==> config.mk <==
export PLATFORM = sky130hd
export DESIGN_NAME = nibble_serial_adder
export DESIGN_NICKNAME = d
export VERILOG_FILES = /design/src/rtl/nibble_serial_adder_pkg.sv /design/src/rtl/nibble_serial_adder_pg_cla.sv /design/src/rtl/nibble_serial_adder.sv
export SDC_FILE = /design/constraint.sdc
export NUM_CORES = 1
export LEC_CHECK = 0
export ABC_AREA = 1
export CORE_MARGIN = 2
export CORE_UTILIZATION = 46
export CTS_CLUSTER_SIZE = 30
export DETAILED_ROUTE_END_ITERATION = 6
export GPL_ROUTABILITY_DRIVEN = 1
export PLACE_DENSITY = 0.76
export SLEW_MARGIN = 20
export SYNTH_ARGS = -nofsm -noshare
export SYNTH_HDL_FRONTEND = slang
export SYNTH_HIERARCHICAL = 1
export SYNTH_SLANG_ARGS = --single-unit
export TNS_END_PERCENT = 5
==> constraint.sdc <==
create_clock -name clk -period 2.65 [get_ports clk]
set_input_delay 0.3975 -clock clk [delete_from_list [all_inputs] [get_ports clk]]
set_output_delay 0.3975 -clock clk [all_outputs]
set_load 0.01 [all_outputs]
==> src/rtl/nibble_serial_adder_pkg.sv <==
// Shared types and constants for the nibble-serial adder.
package nibble_serial_adder_pkg;

  localparam int NIBBLE_W = 4;

  typedef enum logic [1:0] {
    IDLE = 2'd0,
    RUN  = 2'd1,
    DONE = 2'd2
  } state_t;

endpackage

==> src/rtl/nibble_serial_adder_pg_cla.sv <==
// One 4-bit propagate/generate adder slice with lookahead carry chain.
module pg_cla_nibble
  import nibble_serial_adder_pkg::*;
(
  input  logic [NIBBLE_W-1:0] a,
  input  logic [NIBBLE_W-1:0] b,
  input  logic                ci,
  output logic [NIBBLE_W-1:0] s,
  output logic                co
);

  logic [NIBBLE_W-1:0] p;
  logic [NIBBLE_W-1:0] g;
  logic [NIBBLE_W:0]   c;

  assign p = a ^ b;
  assign g = a & b;

  // Carries are built in one process so the chain is evaluated in order.
  always_comb begin
    c    = '0;
    c[0] = ci;
    for (int i = 0; i < NIBBLE_W; i++) begin
      c[i+1] = g[i] | (p[i] & c[i]);
    end
  end

  assign s  = p ^ c[NIBBLE_W-1:0];
  assign co = c[NIBBLE_W];

endmodule

==> src/rtl/nibble_serial_adder.sv <==
// Multi-cycle adder: one shared 4-bit CLA slice processes one nibble per RUN cycle.
module nibble_serial_adder
  import nibble_serial_adder_pkg::*;
#(
  parameter int NIBBLES = 4
) (
  input  logic                    clk,
  input  logic                    rst_n,
  input  logic                    start_valid,
  output logic                    start_ready,
  input  logic [NIBBLE_W*NIBBLES-1:0] a,
  input  logic [NIBBLE_W*NIBBLES-1:0] b,
  input  logic                    cin,
  output logic                    res_valid,
  input  logic                    res_ready,
  output logic [NIBBLE_W*NIBBLES-1:0] sum,
  output logic                    cout,
  output logic                    busy
);

  localparam int W     = NIBBLE_W * NIBBLES;
  localparam int IDX_W = (NIBBLES > 1) ? $clog2(NIBBLES) : 1;

  state_t             state_q, state_d;
  logic [IDX_W-1:0]   idx_q, idx_d;
  logic               carry_q, carry_d;
  logic [W-1:0]       a_q, a_d;
  logic [W-1:0]       b_q, b_d;
  logic [W-1:0]       sum_q, sum_d;
  logic               cout_q, cout_d;

  logic [NIBBLE_W-1:0] nib_a;
  logic [NIBBLE_W-1:0] nib_b;
  logic [NIBBLE_W-1:0] nib_s;
  logic                nib_co;

  assign nib_a = a_q[idx_q*NIBBLE_W +: NIBBLE_W];
  assign nib_b = b_q[idx_q*NIBBLE_W +: NIBBLE_W];

  pg_cla_nibble u_slice (
    .a  (nib_a),
    .b  (nib_b),
    .ci (carry_q),
    .s  (nib_s),
    .co (nib_co)
  );

  always_comb begin
    state_d = state_q;
    idx_d   = idx_q;
    carry_d = carry_q;
    a_d     = a_q;
    b_d     = b_q;
    sum_d   = sum_q;
    cout_d  = cout_q;
    case (state_q)
      IDLE: begin
        if (start_valid) begin
          a_d     = a;
          b_d     = b;
          carry_d = cin;
          idx_d   = '0;
          sum_d   = '0;
          cout_d  = 1'b0;
          state_d = RUN;
        end
      end
      RUN: begin
        sum_d[idx_q*NIBBLE_W +: NIBBLE_W] = nib_s;
        carry_d = nib_co;
        idx_d   = idx_q + IDX_W'(1);
        if (idx_q == IDX_W'(NIBBLES - 1)) begin
          cout_d  = nib_co;
          state_d = DONE;
        end
      end
      DONE: begin
        // New requests are not looked at here, even on the release edge.
        if (res_ready) begin
          state_d = IDLE;
        end
      end
      default: state_d = IDLE;
    endcase
  end

  always_ff @(posedge clk or negedge rst_n) begin
    if (!rst_n) begin
      state_q <= IDLE;
      idx_q   <= '0;
      carry_q <= 1'b0;
      a_q     <= '0;
      b_q     <= '0;
      sum_q   <= '0;
      cout_q  <= 1'b0;
    end else begin
      state_q <= state_d;
      idx_q   <= idx_d;
      carry_q <= carry_d;
      a_q     <= a_d;
      b_q     <= b_d;
      sum_q   <= sum_d;
      cout_q  <= cout_d;
    end
  end

  assign start_ready = (state_q == IDLE);
  assign res_valid   = (state_q == DONE);
  assign busy        = (state_q != IDLE);
  assign sum         = sum_q;
  assign cout        = cout_q;

endmodule

# Word level (Yosys, flattened, before mapping)
# Index checks and enable logic that the tools add are counted.
# word_totals
register_bits,54
latch_bits,0
mem_bits_rw,0
mem_bits_ro,0
inputBits,37
output_inout_bits,20
word_cells,51
memories,0
# op_classes
n_addsub,2
n_mul,0
div_mod_pow,0
order_cmp,0
n_eq_ne,6
n_shift,4
mux,14
bitwise_logic,11
n_reduce_logical,7
# ops
operator,count
negator 4 -> 34 bit,1
"variable shift 4 x 34 -> 16 bit, first input constant",1
indexed part select 4 x 34 -> 16 bit,1
case mux 16 bit (2 select lines),1
indexed part select 16 x 5 -> 4 bit,2
bitwise mux 16 bit,1
two-way mux 16 bit,1
two-way mux 2 bit,4
bitwise XOR 4 bit,2
case mux 2 bit (3 select lines),1
AND reduction 3 bit,2
bitwise AND 1 bit,4
bitwise AND 4 bit,1
"equality test 2 bit, second input constant",2
"inequality test 2 bit, second input constant",2
OR 1 bit,4
case mux 1 bit (2 select lines),2
case mux 2 bit (2 select lines),1
AND reduction 2 bit,2
nonzero test 2 bit,2
two-way mux 1 bit,3
"adder 2 x 1 -> 2 bit, second input constant",1
"equality test 2 x 1 -> 1 bit, second input constant",1
logical NOT 2 bit,1
"inequality test 2 x 1 -> 1 bit, second input constant",1

# Depth between registers and ports, before layout
# logic_depth
ltp_word,12
depth_mapped,16
ltp_nobuf,15

# Cells and area by module
# The synthesis kept the hierarchy.
# by_module_without_submodules
mod,n_inst,cells_per_inst,area_per_inst_um2,seq_area_each_um2
nibble_serial_adder,1,316,2585.0,1351.3
pg_cla_nibble,1,14,117.6,0.0

# Least setup slack after synthesis
# OpenSTA, ideal clock, no wires.
# synth_path
kind,reg2reg
startpoint,reg idx_q[0]
endpoint,reg sum_q[7] (netlist: sum[7])
setup_time_ps,117
arrival_time_ps,2648
required_ps,2533
path_slack_ps,-116
stages_incl_launch_ff,17
path_buffers,1
synth_period_minus_slack_ps,2766
path_cell_list,dfrtp_1 -> inv_1 -> clkbuf_1 -> nor2_1 -> o22ai_1 -> inv_1 -> fa_1 -> inv_1 -> fa_1 -> fa_1 -> inv_1 -> fa_1 -> inv_1 -> nand2_1 -> nor2_1 -> nand2_1 -> nand2_1
# synth_via
elab_chain_cells,12
word_cells_on_any_way,16
cone_classes,add/sub (1); shift (4); mux (2); bitwise (9)
# synth_rtl
item,line,source
start: declaration,nibble_serial_adder.sv:25,"logic [IDX_W-1:0] idx_q, idx_d;"
start signal: assignment,nibble_serial_adder.sv:98,idx_q <= idx_d;
indexed part select 16 x 5 -> 4 bit *,nibble_serial_adder.sv:37,assign nib_a = a_q[idx_q*NIBBLE_W +: NIBBLE_W];
net nib_a[0],nibble_serial_adder.sv:32,logic [NIBBLE_W-1:0] nib_a;
bitwise XOR 4 bit,nibble_serial_adder_pg_cla.sv:16,assign p = a ^ b;
bitwise AND 1 bit,nibble_serial_adder_pg_cla.sv:24,c[i+1] = g[i] | (p[i] & c[i]);
OR 1 bit *,nibble_serial_adder_pg_cla.sv:24,
bitwise AND 1 bit *,nibble_serial_adder_pg_cla.sv:24,
OR 1 bit *,nibble_serial_adder_pg_cla.sv:24,
bitwise AND 1 bit *,nibble_serial_adder_pg_cla.sv:24,
OR 1 bit *,nibble_serial_adder_pg_cla.sv:24,
bitwise XOR 4 bit *,nibble_serial_adder_pg_cla.sv:28,assign s = p ^ c[NIBBLE_W-1:0];
net nib_s[3],nibble_serial_adder.sv:34,logic [NIBBLE_W-1:0] nib_s;
indexed part select 4 x 34 -> 16 bit *,nibble_serial_adder.sv:69,sum_d[idx_q*NIBBLE_W +: NIBBLE_W] = nib_s;
bitwise mux 16 bit *,nibble_serial_adder.sv:69,
case mux 16 bit (2 select lines) *,nibble_serial_adder.sv:56,case (state_q)
end signal: assignment,nibble_serial_adder.sv:102,sum_q <= sum_d;
end: declaration,nibble_serial_adder.sv:29,"logic [W-1:0] sum_q, sum_d;"
# Mark *: on every way through the listed nets, which the timed path passes. The rest lies on a longest branch.
# A chain may end at the register's enable or synchronous reset.

# Worst setup path in the final report
# layout_path
startpoint,reg idx_q[0]
endpoint,reg sum_q[7] (netlist: sum[7])
# layout_via
elab_chain_cells,12
word_cells_on_any_way,16
cone_classes,add/sub (1); shift (4); mux (2); bitwise (9)
# layout_rtl
item,line,source
indexed part select 16 x 5 -> 4 bit *,nibble_serial_adder.sv:38,assign nib_b = b_q[idx_q*NIBBLE_W +: NIBBLE_W];
net nib_b[0],nibble_serial_adder.sv:33,logic [NIBBLE_W-1:0] nib_b;
bitwise XOR 4 bit,nibble_serial_adder_pg_cla.sv:16,
bitwise AND 1 bit,nibble_serial_adder_pg_cla.sv:24,
OR 1 bit *,nibble_serial_adder_pg_cla.sv:24,
bitwise AND 1 bit *,nibble_serial_adder_pg_cla.sv:24,
OR 1 bit *,nibble_serial_adder_pg_cla.sv:24,
bitwise AND 1 bit *,nibble_serial_adder_pg_cla.sv:24,
OR 1 bit *,nibble_serial_adder_pg_cla.sv:24,
bitwise XOR 4 bit *,nibble_serial_adder_pg_cla.sv:28,
net nib_s[3],nibble_serial_adder.sv:34,
indexed part select 4 x 34 -> 16 bit *,nibble_serial_adder.sv:69,
bitwise mux 16 bit *,nibble_serial_adder.sv:69,
case mux 16 bit (2 select lines) *,nibble_serial_adder.sv:56,
# Marked as above.

==> impl_metrics.yaml <==
critical_path:
  cp_slowest_stage_delay_ns: 0.44
  required_ns: 2.90
  cp-start-kind: "flop"
  critical_path.slowest_cell: "dfrtp_2"
  critical_path_class: "flop to flop"
  path_cells: "inv_4 -> nor2_1 -> o22ai_1 -> inv_1 -> fa_2 -> inv_2 -> fa_2 -> fa_2 -> inv_2 -> fa_1 -> inv_2 -> nand2_2 -> nor2_4 -> nand2_1 -> nand2_1"
  crit_family: "adder cells"
  crit_fanout: 8
  crit_buf_inv: 5
  crit_path_end_kind: "flop"
  arrival_ns: 2.90
finish:
  n_fill_cell: 487
  final_util_pct: 63.25
  register_area_mm2: 0.001353
  syn2layout_area_growth_pct: 30.46
  most-common-layout-cells: "nand2_1 (104), clkdlybuf4s50_1 (55), nand3_1 (54)"
  final_nets: 440
  final_common_cell: "nand2_1"
  layout-drive-gt1-share_pct: 12.72
  antenna_cells: 0
  multi_input_area_mm2: 0.001207
placement:
  pre_cts_ws_ns: -0.1693
  dp_hpwl_um: 4415
  routabilityCongestion: 0.8619
  port_buffers: 56
flow_run:
  cap_violations: 0
sta:
  rsz0062_at_grt: "yes"
  setup_ws_ns: -0.004894
  max_slew_margin_pct: 70.86
  setup_violations: 1
  finalHoldViolations: 0
  fin_crit_ns: 2.655
  worst_pin_slew_ns: 0.4371
  timing.fmax_ghz: 0.3767
  period_share_pct: 100.2
  finalClockSkew_ns: 0.007098
  tns_ns: -0.004894
  finalMaxSlewViolations: 0
route:
  dr.pass1.iters: 4
  drt-initial-drc-count: 113
  antenna_left: 0
  wl_per_cell_um: 12.73
  routed_wl_um: 5919
  vias_per_cell: 5.056
  via_count: 2351
  drc: 0
grt:
  grt_pass1_vias: 2214
  grt_max_degree: 55
  antenna_found_initial: 0
  grt_pass1_wl_um: 9949
  grt_overflow_total: 0
  grt_usage_pct: 19.88
clock_network:
  clkTransAtPathRegs_ns: 0.09
  clk_latency_ns: 0.30
  clockBufferDepth: 2
  h-tree-depth: 2
  numClockSinks: 54
  numCtsBuffers: 5
  root_buffer: "clkbuf_8"
  tritoncts: "built"
hold_path:
  hp-class: "input port to async pin"
die:
  rows: 27
  die_h_um: 80.65
  initial_core_util_pct: 48.48
  coreArea_mm2: 0.005574
  dieWidth_um: 80.65
  io_pins: 57
  dieArea_mm2: 0.006504
power:
  leakage_nw: 1.772
  total_power_w: 0.004477
  powerDensity_mw_per_mm2: 1270
  vdd_drop_max_mv: 0.6595
synth:
  syn_area_mm2: 0.002703
  yosysWarnings: 6
  synth_cell_types: 22
  ys_ff_latch: 54
  synth_seq_area_share_pct: 50.00
  postSynthCellCount: 330
  syn_area_per_cell_um2: 8.190
  syn_nets: 376
run_status:
  outcome: "finished, violations left"
  failed_checks: "negative setup slack"
-- logic make-up (layout without fill, tap and decap cells) --
family / Yosys count / count (layout) / share of synthesized area (%)
and+or+nand+nor: 197 / 197 / 31.57
adders and majority gates: 9 / 9 / 5.278
buffers and inverters: 40 / 103 / 6.990
AOI/OAI and AO/OA: 30 / 30 / 6.157
DFF: 54 / 54 / 50.00
-- per-stage QoR --
| step | hold WS, ns | instances | instance area, µm² |
|---|---|---|---|
| 2_1_floorplan | 0.1019 | 330 | 2734 |
| 3_3_place_gp | 0.4099 | 456 | 3374 |
| 3_5_place_dp | 0.4123 | 456 | 3374 |
| 4_1_cts | 0.07857 | 465 | 3517 |
| 5_1_grt | 0.08584 | 465 | 3526 |
| 6_report | 0.07109 | 465 | 3526 |
-- cell usage after synthesis --
cell type / number / area, µm²
nand2_1: 105 / 394.1
dfrtp_1: 54 / 1351
nand3_1: 54 / 270.3
nor2_1: 27 / 101.4
inv_1: 21 / 78.83
o21ai_0: 18 / 90.09
o22ai_1: 9 / 56.30
buf_2: 7 / 35.03
clkbuf_1: 6 / 22.52
ha_1: 5 / 62.56
buf_6: 4 / 45.04
fa_1: 4 / 80.08
nand4_1: 4 / 25.02
nand2_2: 3 / 18.77
nor2_2: 2 / 12.51
clkinv_1: 1 / 3.750
inv_2: 1 / 3.750
nand2_4: 1 / 11.26
nor2_8: 1 / 20.02
o21ai_1: 1 / 5.000
o21bai_1: 1 / 7.510
o31ai_1: 1 / 7.510
-- worst register-to-register path, cell delays in order (launching register included) --
cell and delay, ns:
dfrtp_2 0.44, inv_4 0.07, nor2_1 0.09, o22ai_1 0.09, inv_1 0.09, fa_2 0.21
inv_2 0.04, fa_2 0.38, fa_2 0.34, inv_2 0.06, fa_1 0.41, inv_2 0.07
nand2_2 0.07, nor2_4 0.11, nand2_1 0.06, nand2_1 0.06
-- per-layer routing --
layer	routed length, µm	global-route usage (%)	vias up
met5	0	0	-
met4	129	7.797	0
met3	264	3.708	12
met2	2867	33.92	68
met1	2658	24.87	1086
li1	-	-	1185
-- cell type report --
class,instances,share of cell area [%]
sequential,54,38.36
multi-input combinational,236,34.24
timing repair buffer,74,19.94
inverter,23,2.555
tap,72,2.555
clock buffer,6,2.342
-- repair_timing --
action,in CTS,in global routing
hold buffers,0,0
setup endpoints to repair,4,4
pin swaps,6,1
resized for setup,19,4
setup buffers,3,0
-- sequential cells by signal, summed over array words and instances (netlist names) --
name and count:
idx_q 2, cout 1, a_q 16, state_q 2, b_q 16, carry_q 1, sum 16
-- power by group --
part / internal, W / switching [W] / total [W]
logic: 0.00108 / 0.00149 / 0.00257
clock network: 0.000202 / 0.000246 / 0.000448
registers: 0.00119 / 0.000269 / 0.00146
-- path summary, 6_finish.rpt --
| kind | start | end | slack [ns] | cells past startpoint |
|---|---|---|---|---|
| min | rst_n | sum[3]$_DFFE_PN0P_ | 0.07 | 2 |
| max | idx_q[0]$_DFFE_PN0P_ | sum[7]$_DFFE_PN0P_ | -0.005 | 15 |
| min reg2reg | a_q[11]$_DFFE_PN0P_ | a_q[11]$_DFFE_PN0P_ | 0.48 | 2 |
| min in group clk | a_q[11]$_DFFE_PN0P_ | a_q[11]$_DFFE_PN0P_ | 0.48 | 2 |
| max in group asynchronous | rst_n | idx_q[0]$_DFFE_PN0P_ | 2.32 | 2 |
| max reg2reg | idx_q[0]$_DFFE_PN0P_ | sum[7]$_DFFE_PN0P_ | -0.005 | 15 |
Power figures use the tool's default switching activity.
